$ cat src/rtl/rr_hold_arbiter.sv
// Round-robin arbiter that holds a grant for a whole multi-cycle transaction.
// The grant is released on the owner's last pulse, on request drop, or at a hold-time limit.
module rr_hold_arbiter #(
  parameter int N        = 8,
  parameter int MAX_HOLD = 16,
  parameter int ID_W     = $clog2(N)
) (
  input  logic            clk,
  input  logic            rst,
  input  logic [N-1:0]    req,
  input  logic [N-1:0]    last,
  output logic [N-1:0]    gnt,
  output logic [ID_W-1:0] gnt_id,
  output logic            busy,
  output logic            timeout
);

  localparam int              HC_W       = (MAX_HOLD > 0) ? $clog2(MAX_HOLD + 1) : 1;
  localparam logic [HC_W-1:0] HOLD_LIMIT = HC_W'(MAX_HOLD);
  localparam logic [ID_W-1:0] LAST_IDX   = ID_W'(N - 1);

  typedef enum logic {
    IDLE,
    GRANT
  } state_t;

  state_t          state;
  logic [ID_W-1:0] ptr;
  logic [HC_W-1:0] hold_cnt;

  logic            pick_valid;
  logic [ID_W-1:0] pick_id;
  logic            owner_req;
  logic            owner_last;
  logic            hold_at_limit;
  logic            release_now;
  logic [ID_W-1:0] next_ptr;

  // Index of the requester sitting 'off' places above the pointer, wrapping at N.
  function automatic logic [ID_W-1:0] rot_idx(input logic [ID_W-1:0] p, input int off);
    int s;
    s = int'(p) + off;
    if (s >= N) s = s - N;
    return ID_W'(s);
  endfunction

  // NOTE: every variable assigned in always_comb gets a default first, so no latch is inferred.
  always_comb begin
    pick_valid = 1'b0;
    pick_id    = '0;
    for (int i = 0; i < N; i++) begin
      if (!pick_valid && req[rot_idx(ptr, i)]) begin
        pick_valid = 1'b1;
        pick_id    = rot_idx(ptr, i);
      end
    end
  end

  // While in GRANT, gnt_id names the owner, so the owner's inputs are a simple select.
  assign owner_req     = req[gnt_id];
  assign owner_last    = last[gnt_id];
  assign hold_at_limit = (MAX_HOLD != 0) && (hold_cnt == HOLD_LIMIT);
  assign release_now   = !owner_req || owner_last || hold_at_limit;
  assign next_ptr      = (gnt_id == LAST_IDX) ? '0 : gnt_id + ID_W'(1);

  // NOTE: sequential state uses non-blocking assignments so all registers update together on the edge.
  always_ff @(posedge clk or posedge rst) begin
    if (rst) begin
      state    <= IDLE;
      gnt      <= '0;
      gnt_id   <= '0;
      busy     <= 1'b0;
      timeout  <= 1'b0;
      ptr      <= '0;
      hold_cnt <= '0;
    end else begin
      case (state)
        IDLE: begin
          timeout <= 1'b0;
          if (pick_valid) begin
            gnt      <= N'(1) << pick_id;
            gnt_id   <= pick_id;
            busy     <= 1'b1;
            hold_cnt <= HC_W'(1);
            state    <= GRANT;
          end
        end
        GRANT: begin
          if (release_now) begin
            // Abandon and last both outrank the hold limit, so timeout fires only on a pure expiry.
            timeout  <= owner_req && !owner_last && hold_at_limit;
            gnt      <= '0;
            gnt_id   <= '0;
            busy     <= 1'b0;
            ptr      <= next_ptr;
            hold_cnt <= '0;
            state    <= IDLE;
          end else begin
            timeout <= 1'b0;
            if ((MAX_HOLD != 0) && (hold_cnt != HOLD_LIMIT)) begin
              hold_cnt <= hold_cnt + HC_W'(1);
            end
          end
        end
        default: begin
          state <= IDLE;
        end
      endcase
    end
  end

endmodule

$ cat config.mk
export PLATFORM = sky130hd
export DESIGN_NAME = rr_hold_arbiter
export DESIGN_NICKNAME = d
export VERILOG_FILES = /design/src/rtl/rr_hold_arbiter.sv
export SDC_FILE = /design/constraint.sdc
export NUM_CORES = 1
export LEC_CHECK = 0
export BUFFER_PORTS_ARGS = -buffer_cell sky130_fd_sc_hd__buf_2
export CAP_MARGIN = 20
export CORE_MARGIN = 2
export CORE_UTILIZATION = 45
export DETAILED_ROUTE_END_ITERATION = 6
export PLACE_DENSITY_LB_ADDON = 0.1
export RECOVER_POWER = 100
export SETUP_SLACK_MARGIN = 0.3
export SYNTH_ARGS = -nofsm -noshare
export SYNTH_HDL_FRONTEND = slang
export SYNTH_SLANG_ARGS = --single-unit
$ cat constraint.sdc
create_clock -name clk -period 3.2 [get_ports clk]
set_input_delay 0.16 -clock clk [delete_from_list [all_inputs] [get_ports clk]]
set_output_delay 0.16 -clock clk [all_outputs]
set_load 0.05 [all_outputs]
==> impl.org <==
** Clocking
- At the later pin of the worst-skew pair, clock insertion delay measures 0.26 ns.
- Total clock sinks :: 22
- In this run the clock root is driven by a clkbuf_8.
- Clock tree synthesis inserted a total of 3 buffers.
- CTS tree :: yes
- No sink is reached through more buffers than the 2 on the longest clock path.
- Max H-tree Level :: 1
- Clock-pin slew was measured on the worst setup and hold paths at 0.08 ns.

** Routing
- Via count :: 1878
- DRT Pass-1 Iters :: 6
- In the routed design, unresolved DRC markers number 0.
- Summed over all layers, the routed wires come to between 5 and 6 mm.
- The detail route stage leaves a number of antenna-violating nets equal to 0.
- Using the TritonRoute via totals, the vias-per-cell ratio works out to 6.16.
- In the final routed layout, each cell accounts on average for 17.3 um.
- After the first detailed-routing iteration, the DRC count stood at 124.

** Timing
- Fin Clk Skew :: approximately 0.0011 ns
- In the post-route analysis, the smallest setup slack over all paths is 0.169 ns.
- Max_slew headroom :: 43.5%
- Setup repair after global routing could not meet its margin everywhere.
- Tightest Pin Transition :: 0.847 ns
- The clock period could shrink to roughly 3.0 ns.
- Portion of the clock cycle consumed by the worst path in the final layout :: 94.7%
- Setup violations remaining at the end of the flow were counted as 0.
- Fin. max-slew vios :: 0
- The hold violation total from the final report is 0.
- Fmax :: 0.330 GHz
- Setup total negative slack on the finished layout was measured at 0 ns.

** Final layout
- Fill count :: 375
- The multi-input combinational cells in the finished layout cover a total of 1490 um2.
- The area growth from synthesis to layout is 23.6%.
- In the final design database the tool counted 278 nets.
- Final antenna diode count :: 0
- Cells with a size suffix above 1 make up 33.2% of the layout.
- Total area of sequential cells :: 552 um2
- With fillers left out, the area of the finished cells amounts to 2520 um2.

** Yosys
- Post-Syn Instances :: between 200 and 250
- Average footprint of a synthesized cell :: 9.71 um2
- In this run the cell area of the synthesized design comes to between 2000 and 2500 um2.
- Distinct cell type count after synthesis :: 53
- Seq/Total Area, Yosys :: 27.0%
- #FFs+latches synth :: 22
- Async set-or-reset flop fraction in the synthesized netlist :: 100%
- By area the synthesized netlist is led by dfrtp_1 (27%), mux4_2 (13%), mux2i_1 (6.4%).
- The most used flip-flop cell after synthesis is dfrtp_1.
- For this run, the number of Yosys warnings is 0.
- Fraction of synthesized cell area taken by the top area cell type :: about 27%
- The synthesized design contains 0 enable-type register cells.
- Nets in the synthesized netlist :: 234
- The largest total area in the synthesized netlist belongs to dfrtp_1.

** Global routing
- Entering global routing, the biggest net connects 23 pins.
- Total overflow reported by the global router :: 0
- Global routing used 21.3% of the available tracks.
- The first global-routing pass estimated 8.58 mm of wire.
- The via count of the first global-routing pass is 1742.
- Initial antenna violation count :: 0

** Setup path
- Across all register-to-register paths, the minimum setup slack is 0.17 ns.
- The worst register-to-register path begins at ptr[0].
- Critical path, cell by cell :: inv_4 -> ha_4 -> mux4_2 -> mux2_4 -> nor3_2 -> nand4_1 -> nor3b_2 -> o21a_1 -> or3_4 -> a32o_1
- For the worst setup path, the data arrival time is approximately 3.2 ns.
- Counting cells, the worst reg-to-reg path comes to 10.
- In this design, the stage delay of the slowest critical-path cell is 0.60 ns.
- The endpoint identified for the worst register-to-register timing path is gnt[4].
- The slowest stage of the critical path belongs to the cell mux4_2.
- Worst-path fanout max :: 6
- The most critical setup path has its startpoint at ptr[0].
- Critical Path Source Type :: register
- In this run the worst setup path terminates at gnt[4].
- CP required :: 3.36 ns
- Critical Path End Type :: register
- The critical path is of the reg -> reg type.

** Hold path
- Hold Crit Class :: in -> async

** Floorplan
- The floorplan step defined a die boundary enclosing ~5100 um2.
- For this design the top-level I/O count stands at 31.
- Measured along the y axis, the die boundary spans 71.3 um.
- Site row count :: 24
- After floorplanning, the core was sized to cover 4350 um2.
- Chip width :: 71.3 um
- For this configuration, the core starts out at a cell density of a little under half.

** Placed design
- Buffers added on ports :: 30
- Post-detailed-placement half-perimeter wirelength :: 3.95 mm
- The placed instances occupy a cell area of 2290 um2.
- Timing analysis after detailed placement gives a worst setup slack of 0.158 ns.
- At the end of routability-driven placement, the weighted congestion stood at 0.834.

** Status
- The flow ran to the end, and the final reports show no timing, DRC or antenna violations.

** Run
- Max-cap violation count :: 0
## worst max-delay path: cells and delay by family, from the launching register on
family | cells | cell delay (ns)
DFF | 1 | 0.42
adders and majority gates | 1 | 0.32
muxes | 2 | 0.92
and+or+nand+nor | 4 | 0.78
buffers and inverters | 1 | 0.05
AOI/OAI and AO/OA | 2 | 0.41
## logic make-up (layout without fill, tap and decap cells)
logic type,Yosys count,after routing,synth area share [%]
AND/OR/NAND/NOR,65,65,17.2
AO/OA/AOI/OAI,56,56,19.9
multiplexers,33,33,24.4
buffers and inverters,25,68,5.58
flip-flops,22,22,27.0
adder cells (fa/ha/maj),6,6,3.68
XOR/XNOR,3,3,2.21
## layer usage
metal	GRT usage, %	vias up	share of wire [%]
li1	-	893	-
met1	31.1	921	47
met2	33.6	58	47
met3	3.66	6	4.6
met4	4.19	0	1.2
met5	0	-	0
## cell type report
class,instances,area share (%)
clock inverters,1,1.19
multi-input cells,163,58.9
clock buffers,3,1.64
repair buffers,48,11.3
flip-flops and latches,22,21.9
well taps,52,2.58
inverters,16,2.48
## cells in the final DEF (no fill, tap or decap), types with 3 or more instances in the layout
cell type and n:
a21oi_2 3, a22o_1 4, a31oi_1 6, a32o_1 5
buf_2 17, buf_4 14, clkbuf_1 14, clkbuf_8 3
dfrtp_1 21, ha_1 5, inv_1 14, mux2_2 5
mux2_4 3, mux2i_1 12, mux4_2 12, nand2_1 21
nand2b_1 5, nand3_1 3, nor2_1 11, nor3_1 4
o21a_1 3, o21ai_0 10, o32ai_1 4
## cell usage after synthesis (all sizes together) (6+ instances only)
library cell and instances:
dfrtp 22, a32o 6, nor3 7, nand2b 6
inv 16, nor2 12, ha 6, a31oi 6
buf 6, mux2i 13, mux4 12, nand2 21
mux2 8, o21ai 12
## repair_timing
action / CTS / global route
pin swaps: 3 / 8
hold buffers: 0 / 0
buffers inserted: 8 / 3
resized for setup: 16 / 6
endpoints found under the setup margin: 11 / 15
## metrics by stage
step / utilization (%) / hold slack (ns) / std cells
global placement: 52.7 / 0.368 / 290
finish: 57.9 / 0.0575 / 305
CTS: 57.7 / 0.0925 / 302
global route: 57.9 / 0.148 / 305
floorplan: - / 0.149 / 210
detailed placement: 52.7 / 0.380 / 290
## registers in the layout, summed over array words and instances, names as in the netlist
| signal | count |
|---|---|
| gnt | 8 |
| timeout | 1 |
| state | 1 |
| hold_cnt | 5 |
| ptr | 3 |
| gnt_id | 3 |
| busy | 1 |
## how the worst min path moves through the flow
stage | startpoint | to | slack [ns] | cells past startpoint
6_report | rst | hold_cnt[2] | 0.06 | 2
5_1_grt | rst | gnt[1] | 0.15 | 2
4_1_cts | rst | gnt[5] | 0.09 | 2
3_5_place_dp | rst | state | 0.38 | 2
3_3_place_gp | rst | gnt[0] | 0.37 | 2
2_1_floorplan | rst | busy | 0.15 | 1
Power is left out: the tool's default activity adds up to more than one toggle a clock period on the data nets, which glitch-free logic cannot reach.
